===== src/rtl/booth_mult_sequencer.sv =====
// ============================================================================
// Module   : booth_mult_sequencer
// Brief    : Handshaked control stage for a sequential radix-4 Booth core.
// Revision : 1.0 - initial release
// ============================================================================
`default_nettype none

module booth_mult_sequencer #(
  parameter int WIDTH       = 32,
  parameter int MUL_LATENCY = 49,
  parameter int CNT_W       = 16
) (
  input  logic                 i_clk,
  input  logic                 i_rst,
  input  logic                 i_valid,
  output logic                 o_ready,
  input  logic [WIDTH-1:0]     i_a,
  input  logic [WIDTH-1:0]     i_b,
  output logic                 o_mul_rst,
  output logic                 o_mul_load,
  output logic [WIDTH-1:0]     o_mul_a,
  output logic [WIDTH-1:0]     o_mul_b,
  input  logic [2*WIDTH-1:0]   i_mul_product,
  output logic                 o_valid,
  input  logic                 i_ready,
  output logic [2*WIDTH-1:0]   o_result,
  output logic                 o_busy,
  output logic [CNT_W-1:0]     o_job_count
);

  localparam int LAT_W = (MUL_LATENCY > 1) ? $clog2(MUL_LATENCY) : 1;

  if (MUL_LATENCY < 1) begin : g_bad_latency
    $error("booth_mult_sequencer: MUL_LATENCY must be at least 1");
  end

  typedef enum logic [2:0] {
    S_IDLE = 3'd0,
    S_CLR  = 3'd1,
    S_LOAD = 3'd2,
    S_RUN  = 3'd3,
    S_DONE = 3'd4
  } state_t;

  state_t               state_q, state_d;
  logic [WIDTH-1:0]     a_q, a_d;
  logic [WIDTH-1:0]     b_q, b_d;
  logic [LAT_W-1:0]     cnt_q, cnt_d;
  logic [2*WIDTH-1:0]   result_q, result_d;
  logic [CNT_W-1:0]     job_q, job_d;
  logic                 clr_w;
  logic                 load_w;

  always_ff @(posedge i_clk) begin
    if (i_rst) begin
      state_q  <= S_IDLE;
      a_q      <= '0;
      b_q      <= '0;
      cnt_q    <= '0;
      result_q <= '0;
      job_q    <= '0;
    end else begin
      state_q  <= state_d;
      a_q      <= a_d;
      b_q      <= b_d;
      cnt_q    <= cnt_d;
      result_q <= result_d;
      job_q    <= job_d;
    end
  end

  always_comb begin
    state_d  = state_q;
    a_d      = a_q;
    b_d      = b_q;
    cnt_d    = cnt_q;
    result_d = result_q;
    job_d    = job_q;
    clr_w    = 1'b0;
    load_w   = 1'b0;
    case (state_q)
      S_IDLE: begin
        if (i_valid) begin
          a_d     = i_a;
          b_d     = i_b;
          state_d = S_CLR;
        end
      end
      S_CLR: begin
        clr_w   = 1'b1;
        state_d = S_LOAD;
      end
      S_LOAD: begin
        load_w  = 1'b1;
        cnt_d   = LAT_W'(MUL_LATENCY - 1);
        state_d = S_RUN;
      end
      S_RUN: begin
        // Core finishes one cycle before the final RUN cycle; sample on the last.
        if (cnt_q == '0) begin
          result_d = i_mul_product;
          state_d  = S_DONE;
        end else begin
          cnt_d = cnt_q - LAT_W'(1);
        end
      end
      S_DONE: begin
        if (i_ready) begin
          job_d   = job_q + CNT_W'(1);
          state_d = S_IDLE;
        end
      end
      default: state_d = S_IDLE;
    endcase
  end

  assign o_ready     = (state_q == S_IDLE);
  assign o_valid     = (state_q == S_DONE);
  assign o_busy      = (state_q != S_IDLE);
  assign o_mul_rst   = i_rst | clr_w;
  assign o_mul_load  = load_w & ~i_rst;
  assign o_mul_a     = a_q;
  assign o_mul_b     = b_q;
  assign o_result    = result_q;
  assign o_job_count = job_q;

endmodule

`default_nettype wire

===== config.mk =====
export PLATFORM = sky130hd
export DESIGN_NAME = booth_mult_sequencer
export DESIGN_NICKNAME = d
export VERILOG_FILES = /design/src/rtl/booth_mult_sequencer.sv
export SDC_FILE = /design/constraint.sdc
export NUM_CORES = 1
export LEC_CHECK = 0
export ABC_AREA = 1
export ABC_CLOCK_PERIOD_IN_PS = 3800
export CAP_MARGIN = 20
export CORE_MARGIN = 2
export CORE_UTILIZATION = 44
export DETAILED_ROUTE_END_ITERATION = 8
export PLACE_DENSITY = 0.93
export SLEW_MARGIN = 20
export SYNTH_ARGS = -nofsm -noshare
export SYNTH_HDL_FRONTEND = slang
export SYNTH_SLANG_ARGS = --single-unit

===== constraint.sdc =====
create_clock -name i_clk -period 3.8 [get_ports i_clk]
set_input_delay 0.57 -clock i_clk [delete_from_list [all_inputs] [get_ports i_clk]]
set_output_delay 0.57 -clock i_clk [all_outputs]
set_load 0.005 [all_outputs]

After elaboration in Yosys (flattened, before gate mapping)
Cells that the tools add are included.
{"block": "op_classes", "eq_ne": 8, "n_reduce_logical": 9, "bitwise": 3, "n_mux": 8, "add_sub_neg": 2}
{"cell": "adder 16 x 1 -> 16 bit, second input constant", "count": 1}
{"cell": "case mux 3 bit (5 select lines)", "count": 1}
{"cell": "case mux 6 bit (2 select lines)", "count": 1}
{"cell": "two-way mux 3 bit", "count": 3}
{"cell": "AND reduction 2 bit", "count": 4}
{"cell": "equality test 3 x 2 -> 1 bit, second input constant", "count": 2}
{"cell": "zero test 6 bit", "count": 1}
{"cell": "two-way mux 6 bit", "count": 1}
{"cell": "!= test 2 bit, second input constant", "count": 3}
{"cell": "subtractor 6 x 1 -> 6 bit, second input constant", "count": 1}
{"cell": "equality test 3 x 1 -> 1 bit, second input constant", "count": 1}
{"cell": "equality test 3 bit, second input constant", "count": 1}
{"cell": "zero test 3 bit", "count": 1}
{"cell": "AND reduction 3 bit", "count": 1}
{"cell": "nonzero test 3 bit", "count": 1}
{"cell": "two-way mux 1 bit", "count": 2}
{"cell": "!= test 2 x 1 -> 1 bit, second input constant", "count": 1}
{"cell": "nonzero test 2 bit", "count": 1}
{"cell": "bitwise AND 1 bit", "count": 1}
{"cell": "NOT 1 bit", "count": 1}
{"cell": "bitwise OR 1 bit", "count": 1}
{"block": "totals", "register_bits": 153, "inputBits": 132, "output_inout_bits": 149, "word_cells": 36}

Longest topological paths before layout
{"block": "depth", "ltp_word": 3, "ltp_mapped": 9, "depth_no_buf": 9}

Least setup slack after synthesis
OpenSTA, ideal clock, no wires.
{"block": "synth_timing", "kind": "input -> output", "startpoint": "input i_rst", "endpoint": "output o_mul_rst", "path_stages": 5, "path_slack_ps": 1932, "arrival_ps": 1298, "path_buffers": 3, "path_cell_list": "buf_2 > inv_1 > clkbuf_1 > buf_2 > nand2_1"}
{"block": "synth_via", "elab_chain_len": 1}
{"item": "start: declaration", "line_no": "14", "rtl": "input logic i_rst,"}
{"item": "bitwise OR 1 bit", "line_no": "120", "rtl": "assign o_mul_rst = i_rst | clr_w;"}
{"item": "end: declaration", "line_no": "19", "rtl": "output logic o_mul_rst,"}
No other way between the ends.

Worst setup path in the final report
{"block": "layout_timing", "startpoint": "register state_q[0]", "endpoint": "output o_ready"}
{"block": "layout_via", "elab_chain_len": 1}
{"item": "start: declaration", "line_no": "45", "rtl": "state_t state_q, state_d;"}
{"item": "start signal: assignment", "line_no": "63", "rtl": "state_q <= state_d;"}
{"item": "zero test 3 bit", "line_no": "117", "rtl": "assign o_ready = (state_q == S_IDLE);"}
{"item": "end: declaration", "line_no": "16", "rtl": "output logic o_ready,"}
No other way between the ends.

==> flow_metrics.env <==
export IMPL_yosysMostFrequentCell="nor2_1"
export IMPL_worstSetupEndpointType="primary output"
export IMPL_maxSlewViolCount=0
export IMPL_grt_pass1_wl_mm=27.4
export IMPL_yosysSeqAreaShare_pct=51.4
export IMPL_peakVddDrop_mv=0.311
export IMPL_post_cts_buffers=0
export IMPL_p_leak_nw=3.58
export IMPL_routedWlPerCell_um=14.3
export IMPL_ctsLongestPathBuffers=2
export IMPL_place_hpwl_mm=11.7
export IMPL_skew_ps=8.17
export IMPL_ys_top_cells_by_area="dfxtp_1 (51%), nor2_1 (10%), nand2_1 (6.7%)"
export IMPL_synth_edf_count=0
export IMPL_drive_gt1_share_pct=5.16
export IMPL_dieArea_um2=14500
export IMPL_wl_mm=17.2
export IMPL_slowest_delay_ps=630
export IMPL_pin_count=281
export IMPL_place_gp_congestion=0.816
export IMPL_antenna_found_initial=0
export IMPL_critPathMaxFanout=31
export IMPL_setup_tns_ps=0
export IMPL_drv_cap=0
export IMPL_numCtsBuffers=17
export IMPL_die_h_um=120
export IMPL_coreArea_um2=13200
export IMPL_hold_buffers=0
export IMPL_worst_slew_pin_slew_ps=826
export IMPL_route_detailed_drc=0
export IMPL_finalSetupViolCount=0
export IMPL_max_freq_ghz=0.362
export IMPL_hold_viol_final=0
export IMPL_grt_pass1_vias=5681
export IMPL_power_density_nw_per_um2=469
export IMPL_r2r_setup_slack_ps=1620
export IMPL_r2r_end="state_q[0]"
export IMPL_critPathLaunchType="register"
export IMPL_timing_slew_headroom_pct=44.8
export IMPL_finalNetCount=1152
export IMPL_r2r_cells=7
export IMPL_synth_nets=897
export IMPL_r2r_start="state_q[0]"
export IMPL_synth_flop_cell="dfxtp_1"
export IMPL_io_buffers=280
export IMPL_fin_cells=1204
export IMPL_cts_max_level=4
export IMPL_antenna_left=0
export IMPL_hold_start="o_mul_a[27]"
export IMPL_diodes=0
export IMPL_clkLatencyLatePin_ps=410
export IMPL_whs_path_depth=2
export IMPL_synth_area_per_cell_um2=7.82
export IMPL_drtIter0Drc=279
export IMPL_initial_core_util_pct=45.0
export IMPL_cts_sinks=153
export IMPL_cts_resized=0
export IMPL_ys_seq_elements=153
export IMPL_synth_area_um2=5960
export IMPL_first_pass_iters=5
export IMPL_status="finished clean"
export IMPL_crit_required_ps=3230
export IMPL_grt_max_degree=76
export IMPL_synth_distinct_cells=30
export IMPL_ys_async_sr_fraction_pct=0
export IMPL_cts_tree="yes"
export IMPL_root_buffer="clkbuf_16"
export IMPL_grt_usage_pct=23.5
export IMPL_path_clk_slew_ps=60
export IMPL_crit_type="reg2out"
export IMPL_finalCritPeriodShare_pct=72.6
export IMPL_min_period_ps=2760
export IMPL_postPlaceCellArea_um2=8670
export IMPL_fp_dieW_um=120
export IMPL_synthCells=762
export IMPL_placed_cells=1174
export IMPL_crit_chain="nor2_2 -> inv_2 -> nor2_4 -> clkdlybuf4s50_1"
export IMPL_slowest_stage="clkdlybuf4s50_1"
export IMPL_whs_endpoint="o_mul_a[27]"
export IMPL_vias=6013
export IMPL_via_per_inst=4.99
export IMPL_nFillCells=1011
export IMPL_yosys_warnings=0
export IMPL_p_total_w=0.00435
export IMPL_synth_top_cell_area_share_pct=51.4
export IMPL_area_delta_synth_final_pct=55.6
export IMPL_crit_arrival_ps=2190
export IMPL_synth_common_cells="nor2_1 (160), dfxtp_1 (153), nand2_1 (107)"
export IMPL_fin_area_um2=9270
export IMPL_synth_top_area_cell="dfxtp_1"
export IMPL_holdCritPathClass="reg2reg"
export IMPL_hold_ws_ps=459
export IMPL_rsz0062_at_grt="no"
export IMPL_overflow=0
export IMPL_rows=42
[placed cells by master, fill, tap and decap left out, drive strengths merged]
| cell type | count |
|---|---|
| nor3 | 6 |
| ha | 3 |
| clkinv | 2 |
| o21a | 1 |
| o21ai | 71 |
| nand2 | 109 |
| buf | 8 |
| and3 | 1 |
| nand3b | 2 |
| xor2 | 2 |
| dfxtp | 153 |
| clkbuf | 23 |
| o21bai | 1 |
| clkdlybuf4s50 | 278 |
| inv | 33 |
| nor3b | 2 |
| a21oi | 77 |
| nor2 | 165 |
| clkinvlp | 3 |
| bufinv | 3 |
| nand4 | 7 |
| nand3 | 76 |
| a31oi | 2 |
[worst max-delay path, delay by kind of cell (launching register included)]
family / cells / cell delay [ps]
simple gates: 2 / 700
buf+inv: 2 / 690
flops: 1 / 380
[metrics by stage]
stage	setup WS [ps]	utilization, %
final	1040	70.0
after global routing	896	70.0
after CTS	1000	70.0
after detailed placement	1450	65.5
after global placement	1450	65.5
after floorplan	1930	-
[sequential cells by signal, indices dropped and copies added, names as in the netlist]
| register | cells |
|---|---|
| o_result | 64 |
| o_mul_b | 32 |
| cnt_q | 6 |
| o_job_count | 16 |
| o_mul_a | 32 |
| state_q | 3 |
[per-layer routing]
metal,GRT usage [%],wire length (um),vias to the layer above
met1,27.5,7080,2714
met4,11.0,496,0
met5,0,0,-
met2,38.7,8060,262
li1,-,-,3000
met3,8.35,1610,37
[power by group]
| group | internal [W] | leakage, nW | switching [W] | total, W |
|---|---|---|---|---|
| Clock | 0.00108 | 0.281 | 0.000621 | 0.00170 |
| Sequential | 0.00174 | 1.24 | 0.0000800 | 0.00182 |
| Combinational | 0.000446 | 2.06 | 0.000387 | 0.000833 |
| Total | 0.00326 | 3.58 | 0.00109 | 0.00435 |
[cell type report]
cell class	count	area, um2	area share (%)
Clock inverter	7	118	1.27
Inverter	34	129	1.39
Sequential cell	153	3060	33.0
Multi-Input combinational cell	525	2420	26.1
Timing Repair Buffer	286	2840	30.6
Tap cell	176	220	2.38
Clock buffer	23	478	5.16
[worst max-delay path by stage]
stage | slack (ps) | cells after the start | endpoint | startpoint
2_1_floorplan | 1930 | 5 | o_mul_rst | i_rst
4_1_cts | 1000 | 4 | o_ready | state_q[0]
6_report | 1040 | 4 | o_ready | state_q[0]
5_1_grt | 900 | 4 | o_ready | state_q[0]
3_5_place_dp | 1450 | 4 | o_ready | state_q[0]
3_3_place_gp | 1450 | 4 | o_ready | state_q[0]
[logic make-up after synthesis]
family,Yosys count,share of synthesized area (%)
compound gates,152,13.0
xor+xnor,2,0.294
fa+ha+maj,3,0.630
buf+inv,84,7.88
flops,153,51.4
simple gates,368,26.8
(Power assumes the default switching activity.)
